<file path="config.mk">
export PLATFORM = sky130hd
export DESIGN_NAME = match_seq_lock
export DESIGN_NICKNAME = d
export VERILOG_FILES = /design/src/rtl/match_seq_lock.sv
export SDC_FILE = /design/constraint.sdc
export NUM_CORES = 1
export LEC_CHECK = 0
export BUFFER_PORTS_ARGS = -buffer_cell sky130_fd_sc_hd__buf_2
export CAP_MARGIN = 5
export CORE_UTILIZATION = 41
export DETAILED_ROUTE_END_ITERATION = 16
export PLACE_DENSITY = 0.71
export SETUP_SLACK_MARGIN = 0.15
export SYNTH_ARGS = -nofsm -noshare
export SYNTH_HDL_FRONTEND = slang
export SYNTH_SLANG_ARGS = --single-unit
export TNS_END_PERCENT = 1
</file>
<file path="constraint.sdc">
create_clock -name clk -period 1.47 [get_ports clk]
set_input_delay 0.0735 -clock clk [delete_from_list [all_inputs] [get_ports clk]]
set_output_delay 0.0735 -clock clk [all_outputs]
set_load 0.02 [all_outputs]
</file>
<file path="src/rtl/match_seq_lock.sv">
// match_seq_lock: checks 01->10->11 match order, opens a timed unlock window, locks out after repeated failures.
// Define MATCH_SEQ_STATS_EN to build the saturating hits1/hits2/hits3 counters; otherwise they read 0.
module match_seq_lock #(
  parameter int HOLD      = 4,
  parameter int MAX_FAILS = 3,
  parameter int CNT_W     = 4
) (
  input  logic             clk,
  input  logic             rst,
  input  logic             valid,
  input  logic [1:0]       code,
  output logic             unlock,
  output logic             error,
  output logic             lockout,
  output logic [1:0]       fail_cnt,
  output logic [CNT_W-1:0] hits1,
  output logic [CNT_W-1:0] hits2,
  output logic [CNT_W-1:0] hits3
);
  typedef enum logic [2:0] {IDLE, GOT1, GOT2, OPEN, LOCK} state_t;
  localparam int TW = HOLD > 1 ? $clog2(HOLD) : 1;
  localparam logic [TW-1:0] T_LOAD = TW'(HOLD - 1);
  localparam logic [2:0] MF = 3'(MAX_FAILS);
  state_t r_state, w_next;
  logic [TW-1:0] r_timer, w_timer;
  logic [1:0] r_fail_cnt, w_fail_cnt;
  logic [2:0] w_fail_inc;
  logic r_unlock, r_error, r_lockout;
  logic w_accept, w_fail;
  always_comb begin
    w_accept   = valid && (r_state == IDLE || r_state == GOT1 || r_state == GOT2);
    w_fail_inc = {1'b0, r_fail_cnt} + 3'd1;
    w_next     = r_state;
    w_timer    = r_timer;
    w_fail     = 1'b0;
    w_fail_cnt = r_fail_cnt;
    case (r_state)
      IDLE: begin
        if (w_accept && code == 2'b01) w_next = GOT1;
        else if (w_accept && code != 2'b00) w_fail = 1'b1;
      end
      GOT1: begin
        if (w_accept && code == 2'b10) w_next = GOT2;
        else if (w_accept && code == 2'b11) w_fail = 1'b1;
      end
      GOT2: begin
        if (w_accept && code == 2'b01) w_next = GOT1;
        else if (w_accept && code == 2'b11) begin
          w_next     = OPEN;
          w_timer    = T_LOAD;
          w_fail_cnt = 2'd0;
        end
      end
      OPEN: begin
        w_timer = r_timer == '0 ? '0 : r_timer - TW'(1);
        w_next  = r_timer == '0 ? IDLE : OPEN;
      end
      default: w_next = r_state;
    endcase
    // fail_cnt never needs to exceed MAX_FAILS: reaching it parks the FSM in LOCK
    if (w_fail) begin
      w_fail_cnt = w_fail_inc >= MF ? MF[1:0] : w_fail_inc[1:0];
      w_next     = w_fail_inc >= MF ? LOCK : IDLE;
    end
  end
  always_ff @(posedge clk) begin
    if (rst) begin
      r_state    <= IDLE;
      r_timer    <= '0;
      r_fail_cnt <= 2'd0;
      r_unlock   <= 1'b0;
      r_error    <= 1'b0;
      r_lockout  <= 1'b0;
    end else begin
      r_state    <= w_next;
      r_timer    <= w_timer;
      r_fail_cnt <= w_fail_cnt;
      r_unlock   <= w_next == OPEN;
      r_error    <= w_fail;
      r_lockout  <= w_next == LOCK;
    end
  end
  assign unlock   = r_unlock;
  assign error    = r_error;
  assign lockout  = r_lockout;
  assign fail_cnt = r_fail_cnt;
`ifdef MATCH_SEQ_STATS_EN
  logic [CNT_W-1:0] r_hits [3];
  always_ff @(posedge clk) begin
    for (int k = 0; k < 3; k++) begin
      if (rst) r_hits[k] <= '0;
      else if (w_accept && code == 2'(k + 1) && r_hits[k] != '1) r_hits[k] <= r_hits[k] + CNT_W'(1);
    end
  end
  assign hits1 = r_hits[0];
  assign hits2 = r_hits[1];
  assign hits3 = r_hits[2];
`else
  assign hits1 = '0;
  assign hits2 = '0;
  assign hits3 = '0;
`endif
endmodule

</file>
Word-level counts from Yosys, hierarchy flattened
Index checks and enable logic that the tools add are counted.
{ "totals": {"output_inout_bits": 17, "reg_bits": 10} }
{ "op_classes": {"eq_ne": 11, "mux": 22, "n_reduce_logical": 15, "n_lt_le_gt_ge": 1, "add_sub_neg": 2} }
{ "op_table": {"columns": ["operator", "count"], "rows": [
  ["2-to-1 mux 2 bit", 9],
  ["2-to-1 mux 3 bit", 6],
  ["one-hot mux 3 bit (4 select lines)", 1],
  ["== test 3 x 2 -> 1 bit (second input constant)", 3],
  ["nonzero test 2 bit", 4],
  ["AND reduction 3 bit", 2],
  ["logical AND 1 bit", 5],
  ["== test 2 bit (second input constant)", 2],
  ["2-to-1 mux 1 bit", 4],
  ["inequality test 2 bit (second input constant)", 2],
  ["one-hot mux 2 bit (2 select lines)", 1],
  ["adder 2 x 1 -> 3 bit (second input constant)", 1],
  ["== test 3 x 1 -> 1 bit (second input constant)", 1],
  ["== test 3 bit (second input constant)", 1],
  [">= comparator 3 x 2 -> 1 bit (second input constant)", 1],
  ["zero test 3 bit", 1],
  ["== test 2 x 1 -> 1 bit (second input constant)", 1],
  ["zero test 2 bit", 1],
  ["logical OR 1 bit", 2],
  ["inequality test 2 x 1 -> 1 bit (second input constant)", 1],
  ["one-hot mux 1 bit (2 select lines)", 1],
  ["subtractor 2 x 1 -> 2 bit (second input constant)", 1]
]} }

Depth between registers and ports, before layout
Gate-level depths: netlist of run 1.
{ "depth": {"depth_word": 10, "mapped_depth": 5} }

Worst setup path before layout of run 1
Ideal clock, no wire load.
{ "synth_timing": {"path_kind": "flip-flop to flip-flop", "startpoint": "reg r_state[0]", "endpoint": "reg r_timer[0]", "path_stages_with_launch": 5, "arrival_time_ps": 1310, "synth_period_minus_slack_ps": 1384, "required_time_ps": 1396, "slack_ps": 86, "path_cell_list": "dfxtp_1 -> a31oi_1 -> or3b_1 -> or3b_1 -> a31oi_1"} }
{ "synth_between": {"elab_chain_cells": 7, "word_cells_on_any_way": 14} }
{ "synth_rtl": {"columns": ["element", "line", "text"], "rows": [
  ["start: declaration", "24", "state_t r_state, w_next;"],
  ["start signal: assignment", "75", "r_state <= w_next;"],
  ["== test 3 x 1 -> 1 bit / zero test 3 bit (equally long branches)", "31", "w_accept = valid && (r_state == IDLE || r_state == GOT1 || r_state == GOT2);"],
  ["logical OR 1 bit (2 in a row)", "31", null],
  ["logical AND 1 bit", "31", null],
  ["logical AND 1 bit (on tied branches)", "47, 48", null],
  ["inequality test 2 bit (no line) / inequality test 2 x 1 -> 1 bit (equally long branches)", null, null],
  ["AND reduction 3 bit (no line)", null, null],
  ["end signal: assignment", "76", "r_timer <= w_timer;"],
  ["end: declaration", "25", "logic [TW-1:0] r_timer, w_timer;"]
]} }
Parallel ways exist; a longest one is shown, timed or not.
A chain may end at the register's enable or synchronous reset.

Final worst setup path of run 1
{ "layout_timing": {"startpoint": "reg r_state[1]", "endpoint": "reg r_timer[0]"} }
The elaborated chain is that of the path after synthesis.

==> impl_metrics.ini, run 1 <==
[placement]
dp_hpwl_um = 804
dp_cells = 94
place_ws_ns = 0.0790
port_buffers = 9
finalWeightedCongestion = 0.861

[clock_network]
clockBufferDepth = 2
path_clk_slew_ns = 0.07
clock-root-buffer = clkbuf_4
h-tree-depth = 1
cts_inserted_buffers = 3
cts_tree = done
clock_latency_ns = 0.27
cts.sinks = 10

[global_route]
antenna_found_initial = 0
grtUsageMet2_pct = 32.0
grt_pass1_vias = 445
busiest_layer = met2
grt_max_degree = 11
grtUsageMet1_pct = 22.5
overflow = 0
track_usage_pct = 18.7
use_met3_pct = 5.11
grt_pass1_wl_um = 1940

[cells_and_area]
final_core_util_pct = 54.2
final_common_cell = conb_1
fin_nets = 92
drive_gt1_share_pct = 30.2
syn_to_final_growth_pct = 22.3
fin_cells = 101
fillers = 134
n_antenna_cell = 0
mostFrequentLayoutCells = conb_1 (12), buf_2 (9), dfxtp_1 (7), nor2_1 (5)

[sta]
fin_crit_sh_pct = 92.8
layout_setup_ws_ns = 0.105
fin_tns_setup_ns = 0
fmaxAchievable_mhz = 733
layout_min_cycle_time_ns = 1.36
setup_viol_count_final = 0
hold_violations = 0
finClkSkew_ns = 0.00302
slew_viol_final = 0
rsz0062_at_grt = true

[die]
io_pins = 22
die_area_sq_um = 1560
dieHeight_um = 39.5
row_count = 13
coreArea_sq_um = 1300
start_util_pct = 44.3
die_x_um = 39.5

[synthesis]
synth.top_cell.area_share_pct = 34.7
yosys.area.top_type = dfxtp_1
yosysSeqAreaShare_pct = 34.7
synth_seq_cells = 10
yosysUniqueCellTypes = 27
synthesis.area_sq_um = 577
synth_warnings = 0
synth_area_per_cell_sq_um = 8.12
synthCells = 71
netlist_top_cells_area = dfxtp_1 (35%), buf_4 (16%), nor2b_1 (4.3%), a31oi_1 (3.3%), nor2_1 (3.3%)

[route]
vias_per_cell = 5.31
drcViolationCount = 0
wirelength_um = 1270
num_vias = 536
wl_per_cell_um = 12.6
drtIter0Drc = 12
postRouteAntennaNets = 0
drtPass1Iterations = 4

[worst_setup_path]
end_kind = flip-flop
crit_buf_inv = 0
reg2reg_from = r_state[1]$_SDFF_PP0_
slowest_delay_ns = 0.40
worstSetupPathType = flip-flop to flip-flop
cp.required_ns = 1.66
cp-start-kind = flip-flop
timing.rr.end = r_timer[0]$_SDFFE_PP0P_
cp_top_family = simple AND/OR/NAND/NOR gates
reg2reg_setup_slack_ns = 0.11
r2r_cells = 3
crit_chain = or3b_4, or3b_1, a31oi_1
path_max_fanout = 8
slowest_stage = or3b_4
worstPathArrival_ns = 1.55

[min_path]
hold_path_end = r_state[0]$_SDFF_PP0_
min_from = rst
whs_path_depth = 2
hp-class = input pin to flip-flop

[power_and_ir_drop]
peakVddDrop_v = 0.000775
finalPower_uw = 633
powerDensity_nw_per_um2 = 897
power_leakage_nw = 0.290

[flow_run]
cap_violations = 0

[outcome]
status = completed
cells by family after synthesis:
| logic type | Yosys count | share of synthesized area (%) |
|---|---|---|
| AOI/OAI and AO/OA | 17 | 19.1 |
| buffers and inverters | 17 | 18.9 |
| DFF | 10 | 34.7 |
| other | 1 | 0.650 |
| and+or+nand+nor | 26 | 26.7 |
registers in the layout, indices dropped and copies added, names as in the netlist:
register,flops
r_state,3
fail_cnt,2
unlock,1
r_timer,2
error,1
lockout,1
routing by layer:
layer / vias up / wire, um
met2: 23 / 638
met3: 2 / 69
li1: 263 / -
met1: 248 / 553
met4: 0 / 10
met5: - / 0
cell usage after synthesis:
cell,number
buf_1,1
nor4_1,2
nand2b_1,2
nand3b_1,2
a311oi_1,1
o22ai_1,1
and3_1,2
a22oi_1,2
a31oi_1,3
conb_1,1
nand2_1,3
o211ai_1,1
dfxtp_1,10
nor2_1,5
or3b_1,2
a21oi_1,3
nor3_1,1
nand4_1,1
clkbuf_1,1
buf_4,12
nor4b_1,1
o31ai_1,2
inv_1,3
nor2b_1,4
o21ai_0,3
and3b_1,1
a2bb2oi_1,1
where the power goes:
group	internal, mW	total [mW]	switching (mW)
sequential	0.275	0.281	0.00576
clock	0.150	0.251	0.100
combinational	0.0305	0.102	0.0710
total	0.456	0.633	0.177
how the worst max path moves through the flow:
stage	startpoint	end	cells past startpoint
finish	r_state[1]$_SDFF_PP0_	r_timer[0]$_SDFFE_PP0P_	3
CTS	r_state[0]$_SDFF_PP0_	r_timer[0]$_SDFFE_PP0P_	4
floorplan	r_state[0]$_SDFF_PP0_	r_timer[0]$_SDFFE_PP0P_	4
global route	r_state[0]$_SDFF_PP0_	r_timer[0]$_SDFFE_PP0P_	4
global placement	r_state[0]$_SDFF_PP0_	r_timer[0]$_SDFFE_PP0P_	4
detailed placement	r_state[1]$_SDFF_PP0_	r_timer[0]$_SDFFE_PP0P_	3
metrics by stage:
stage	hold slack, ns	instance area, sq um
CTS	0.0809	651
floorplan	0.250	622
global placement	0.366	603
global route	0.124	706
finish	0.109	706
detailed placement	0.360	603
layout make-up:
type	instances	area, sq um	share of cell area [%]
sequential	10	209	29.6
timing repair buffer	14	86.3	12.2
inverter	3	11.3	1.60
tap	15	18.8	2.66
multi-input combinational	55	344	48.8
clock buffer	4	36.3	5.14
timing repair:
action                                  CTS  global route
hold buffers                              0             0
resized for setup                         2             8
pin swaps                                 1             4
buffers inserted                          1             2
endpoints found under the setup margin    3             6
Note: power is estimated with default switching activity, not from simulation.
==> inputs of run 2 (changes only) <==
--- a/config.mk
+++ b/config.mk
@@ -5,11 +5,12 @@
 export SDC_FILE = /design/constraint.sdc
 export NUM_CORES = 1
 export LEC_CHECK = 0
-export BUFFER_PORTS_ARGS = -buffer_cell sky130_fd_sc_hd__buf_2
 export CAP_MARGIN = 5
-export CORE_UTILIZATION = 41
+export CORE_AREA = 2 2 39 41
 export DETAILED_ROUTE_END_ITERATION = 16
-export PLACE_DENSITY = 0.71
+export DIE_AREA = 0 0 41 43
+export DONT_BUFFER_PORTS = 1
+export PLACE_DENSITY = 0.6
 export SETUP_SLACK_MARGIN = 0.15
 export SYNTH_ARGS = -nofsm -noshare
 export SYNTH_HDL_FRONTEND = slang
==> run 2 against run 1 <==
Total power fell by 14%; critical path type unchanged; cell count down 8.9%; the run now ends with hold timing left; register-to-register slack improved by 0.03 ns; combinational power down 32%; utilization down 9.7 points; worst hold slack got worse by 0.24 ns; sequential cell count did not move; design area shrank 13%; global-route usage down 3.3 points; sequential power up 2%; via count down 10%; maximum frequency increased by 2.2%.
==> impl_metrics.ini, run 2 (synthesis results as in run 1) <==
[sta]
finClkSkew_ns = 0.0119
hold_violations = 9
fin_crit_sh_pct = 90.9
rsz0062_at_grt = true
slew_viol_final = 0
hold_slack_ns = -0.135
fin_tns_setup_ns = 0
layout_setup_ws_ns = 0.134
setup_viol_count_final = 0
fmaxAchievable_mhz = 749
layout_min_cycle_time_ns = 1.34

[clock_network]
cts_inserted_buffers = 3
path_clk_slew_ns = 0.07
clock-root-buffer = clkbuf_4
cts.sinks = 10
clockBufferDepth = 2
h-tree-depth = 1
clock_latency_ns = 0.26
cts_tree = done

[power_and_ir_drop]
finalPower_uw = 547
seqPwrFrac_pct = 52.7
switching_share_pct = 26.5
pwr-share-clk_pct = 34.6
powerDensity_nw_per_um2 = 889
power_switching_uw = 145
combPwrFrac_pct = 12.8
power.internal_uw = 402
peakVddDrop_v = 0.000425
power_leakage_nw = 0.235

[worst_setup_path]
r2r_cells = 4
worstSetupStartpoint = r_state[0]$_SDFF_PP0_
worstPathArrival_ns = 1.53
timing.rr.end = r_timer[0]$_SDFFE_PP0P_
end_kind = flip-flop
worstSetupPathType = flip-flop to flip-flop
reg2reg_from = r_state[0]$_SDFF_PP0_
cp-start-kind = flip-flop
cp.required_ns = 1.66
reg2reg_setup_slack_ns = 0.13
crit_path_end = r_timer[0]$_SDFFE_PP0P_
path_max_fanout = 4

[flow_run]
cap_violations = 0

[cells_and_area]
final_core_util_pct = 44.5
fin_cells = 92
largest_reg_flops = 3
final_common_cell = conb_1
n_antenna_cell = 0
fin_nets = 82
syn_to_final_growth_pct = 6.72
finalInstanceArea_sq_um = 616
largest-register = r_state
drive_gt1_share_pct = 15.8
fillers = 147
mostFrequentLayoutCells = conb_1 (12), dfxtp_1 (8), nor2_1 (5), buf_4 (4)

[global_route]
overflow = 0
grt_pass1_vias = 424
antenna_found_initial = 0
track_usage_pct = 15.4
grt_pass1_wl_um = 1880
grt_max_degree = 11

[route]
drcViolationCount = 0
vias_per_cell = 5.22
wl_per_cell_um = 12.6
wirelength_um = 1160
postRouteAntennaNets = 0
drtIter0Drc = 6
num_vias = 480
drtPass1Iterations = 4

[min_path]
hp-class = input pin to flip-flop

[placement]
port_buffers = 0
place_ws_ns = 0.102
place_area_sq_um = 559
finalWeightedCongestion = 0.864
dp_cells = 86
dp_hpwl_um = 853

[outcome]
status = finished, violations left
violations = hold timing

[die]
dieHeight_um = 43
start_util_pct = 41.7
die_x_um = 41
coreArea_sq_um = 1380
row_count = 14
die_area_sq_um = 1760
io_pins = 22
run 2: cell types whose count changed in the layout (fill, tap and decap cells not counted), sizes merged:
cell  before  now
buf       14    4
run 2: power groups by stage:
stage	clock, mW	combinational [mW]	sequential, mW
after global routing	0.217	0.0767	0.289
final	0.189	0.0698	0.288
after detailed placement	0	0.0623	0.295
after global placement	0	0.0619	0.295
after floorplan	0	0.0836	0.293
after CTS	0.199	0.0657	0.288
run 2: how the worst min path moves through the flow:
stage | start | cells past startpoint | endpoint
global route | rst | 1 | r_timer[0]$_SDFFE_PP0P_
global placement | rst | 1 | r_state[0]$_SDFF_PP0_
detailed placement | rst | 1 | r_state[0]$_SDFF_PP0_
floorplan | valid | 2 | error$_SDFF_PP0_
CTS | rst | 1 | r_state[0]$_SDFF_PP0_
finish | rst | 1 | r_state[0]$_SDFF_PP0_
run 2: final cells by class:
class | instances | area [sq um] | area share, %
well taps | 16 | 20.0 | 3.25
multi-input cells | 55 | 323 | 52.4
repair buffers | 4 | 30.0 | 4.88
flip-flops and latches | 10 | 205 | 33.3
clock buffers | 4 | 26.3 | 4.27
inverters | 3 | 11.3 | 1.83
run 2: repair_timing:
action | in CTS | in global routing
pin swaps | 2 | 2
buffers inserted | 2 | 0
cloned | 0 | 0
hold endpoints to repair | 9 | 9
endpoints found under the setup margin | 2 | 8
resized for setup | 1 | 3
run 2: worst max-delay path: stages (launching register included):
cell     delay (ns)
dfxtp_4        0.36
a31oi_1        0.04
or3b_1         0.36
or3b_1         0.35
a31oi_1        0.15
run 2: layer usage:
layer | global-route usage (%) | vias to the layer above | share of wire [%]
met3 | 4.19 | 0 | 6.2
li1 | - | 242 | -
met4 | 6.67 | 0 | 0
met5 | 0 | - | 0
met2 | 23.1 | 20 | 49
met1 | 19.9 | 218 | 45
==> inputs of run 3 (changes only) <==
--- a/config.mk
+++ b/config.mk
@@ -6,12 +6,14 @@
 export NUM_CORES = 1
 export LEC_CHECK = 0
 export CAP_MARGIN = 5
-export CORE_AREA = 2 2 39 41
+export CORE_AREA = 3 3 40 42
 export DETAILED_ROUTE_END_ITERATION = 16
-export DIE_AREA = 0 0 41 43
+export DIE_AREA = 0 0 43 45
 export DONT_BUFFER_PORTS = 1
 export PLACE_DENSITY = 0.6
+export REMOVE_ABC_BUFFERS = 1
 export SETUP_SLACK_MARGIN = 0.15
+export SLEW_MARGIN = 10
 export SYNTH_ARGS = -nofsm -noshare
 export SYNTH_HDL_FRONTEND = slang
 export SYNTH_SLANG_ARGS = --single-unit
==> run 3 against run 2 <==
The flow still finishes with violations (hold timing); die area grew 9.8%; clock power grew 28%; register-to-register slack is essentially flat; first-iteration DRC count grew 17%; cell count shrank 1.1%; count of clock-buffer cells in the layout is the same; routed wire length grew 1.2%; non-clock buffer count is the same; design area grew 1.2%; clock skew shrank 0.012 ns; via count grew 4.0%; maximum frequency shrank 0.43%; largest cell class unchanged; largest power group unchanged.
==> impl_metrics.ini, run 3 (synthesis results as in run 1) <==
[outcome]
status = finished, violations left
violations = hold timing

[sta]
fmaxAchievable_mhz = 745
hold_violations = 9
hold_slack_ns = -0.132
fin_tns_setup_ns = 0
slew_viol_final = 0
fin_crit_sh_pct = 91.3
layout_min_cycle_time_ns = 1.34
setup_viol_count_final = 0
rsz0062_at_grt = true
finClkSkew_ns = 0.000246

[global_route]
antenna_found_initial = 0
grt_pass1_wl_um = 1890
grt_max_degree = 10
grt_pass1_vias = 425
overflow = 0
track_usage_pct = 13.1

[die]
die_area_sq_um = 1940
die_x_um = 43
dieHeight_um = 45
coreArea_sq_um = 1280
io_pins = 22
start_util_pct = 44.9
row_count = 13

[route]
wirelength_um = 1170
drcViolationCount = 0
num_vias = 499
wl_per_cell_um = 12.9
drtPass1Iterations = 4
postRouteAntennaNets = 0
vias_per_cell = 5.48
drtIter0Drc = 7

[clock_network]
cts_tree = done
h-tree-depth = 1
clock_latency_ns = 0.26
clock-root-buffer = clkbuf_4
clockBufferDepth = 2
cts.sinks = 10
path_clk_slew_ns = 0.06
cts_inserted_buffers = 3

[power_and_ir_drop]
power_leakage_nw = 0.243
powerDensity_nw_per_um2 = 962
peakVddDrop_v = 0.000623
finalPower_uw = 599

[cells_and_area]
fillers = 128
n_antenna_cell = 0
largest-register = r_state
syn_to_final_growth_pct = 8.03
largest_reg_flops = 3
fin_nets = 82
final_common_cell = conb_1
drive_gt1_share_pct = 17.1
mostFrequentLayoutCells = conb_1 (12), dfxtp_1 (7), nor2_1 (5), nor2b_1 (4), buf_4 (4)

[worst_setup_path]
end_kind = flip-flop
reg2reg_from = r_state[0]$_SDFF_PP0_
path_max_fanout = 4
cp-start-kind = flip-flop
worstPathArrival_ns = 1.53
worstSetupPathType = flip-flop to flip-flop
timing.rr.end = r_timer[0]$_SDFFE_PP0P_
r2r_cells = 4
reg2reg_setup_slack_ns = 0.13
cp.required_ns = 1.66

[placement]
dp_hpwl_um = 863
port_buffers = 0
finalWeightedCongestion = 0.894

[min_path]
min_from = rst
whs_path_depth = 1
hp-class = input pin to flip-flop
hold_path_end = r_state[1]$_SDFF_PP0_

[flow_run]
cap_violations = 0
==> run 3: worst max-delay path: stages (launching register included) <==
cell	delay, ns
dfxtp_2	0.35
a31oi_1	0.04
or3b_1	0.36
or3b_1	0.36
a31oi_1	0.17
==> run 3: repair_timing <==
action	in CTS	in global routing
resized for setup	5	1
endpoints found under the setup margin	4	5
pin swaps	2	2
hold endpoints to repair	9	9
buffers inserted	2	0
==> run 3: worst max-delay path by stage <==
| stage | depth (start not counted) | from | slack (ns) | endpoint |
|---|---|---|---|---|
| after floorplan | 4 | r_state[0]$_SDFF_PP0_ | 0.09 | r_timer[0]$_SDFFE_PP0P_ |
| after global placement | 4 | r_timer[1]$_SDFFE_PP0P_ | 0.05 | lockout$_SDFF_PP0_ |
| after detailed placement | 4 | r_timer[0]$_SDFFE_PP0P_ | 0.05 | lockout$_SDFF_PP0_ |
| after CTS | 4 | r_state[0]$_SDFF_PP0_ | 0.11 | r_timer[0]$_SDFFE_PP0P_ |
| after global routing | 4 | r_state[0]$_SDFF_PP0_ | 0.04 | r_timer[0]$_SDFFE_PP0P_ |
| final | 4 | r_state[0]$_SDFF_PP0_ | 0.13 | r_timer[0]$_SDFFE_PP0P_ |
==> run 3: layout make-up <==
class	count	area, sq um	area share, %
inverters	3	11.3	1.81
clock buffers	4	36.3	5.82
well taps	15	18.8	3.01
multi-input cells	55	320	51.4
flip-flops and latches	10	206	33.1
repair buffers	4	30.0	4.82
==> run 3: stage by stage <==
stage | worst slack (ns) | cells | util (%) | instance area [sq um]
global route | 0.0419 | 91 | 48.5 | 623
finish | 0.128 | 91 | 48.5 | 623
CTS | 0.113 | 91 | 48.0 | 617
detailed placement | 0.0453 | 85 | 43.1 | 554
global placement | 0.0478 | 85 | 43.1 | 554
floorplan | 0.0854 | 68 | - | 520
==> run 3: metal layers <==
| metal | global-route usage, % | up-vias | wire, um |
|---|---|---|---|
| li1 | - | 239 | - |
| met1 | 16.3 | 236 | 508 |
| met2 | 20.1 | 22 | 560 |
| met3 | 7.57 | 2 | 93 |
| met4 | 2.41 | 0 | 10 |
| met5 | 0 | - | 0 |
==> run 3: power by group <==
group	switching, mW	internal (mW)
registers	0.0114	0.276
logic	0.0487	0.0220
clock network	0.0906	0.150
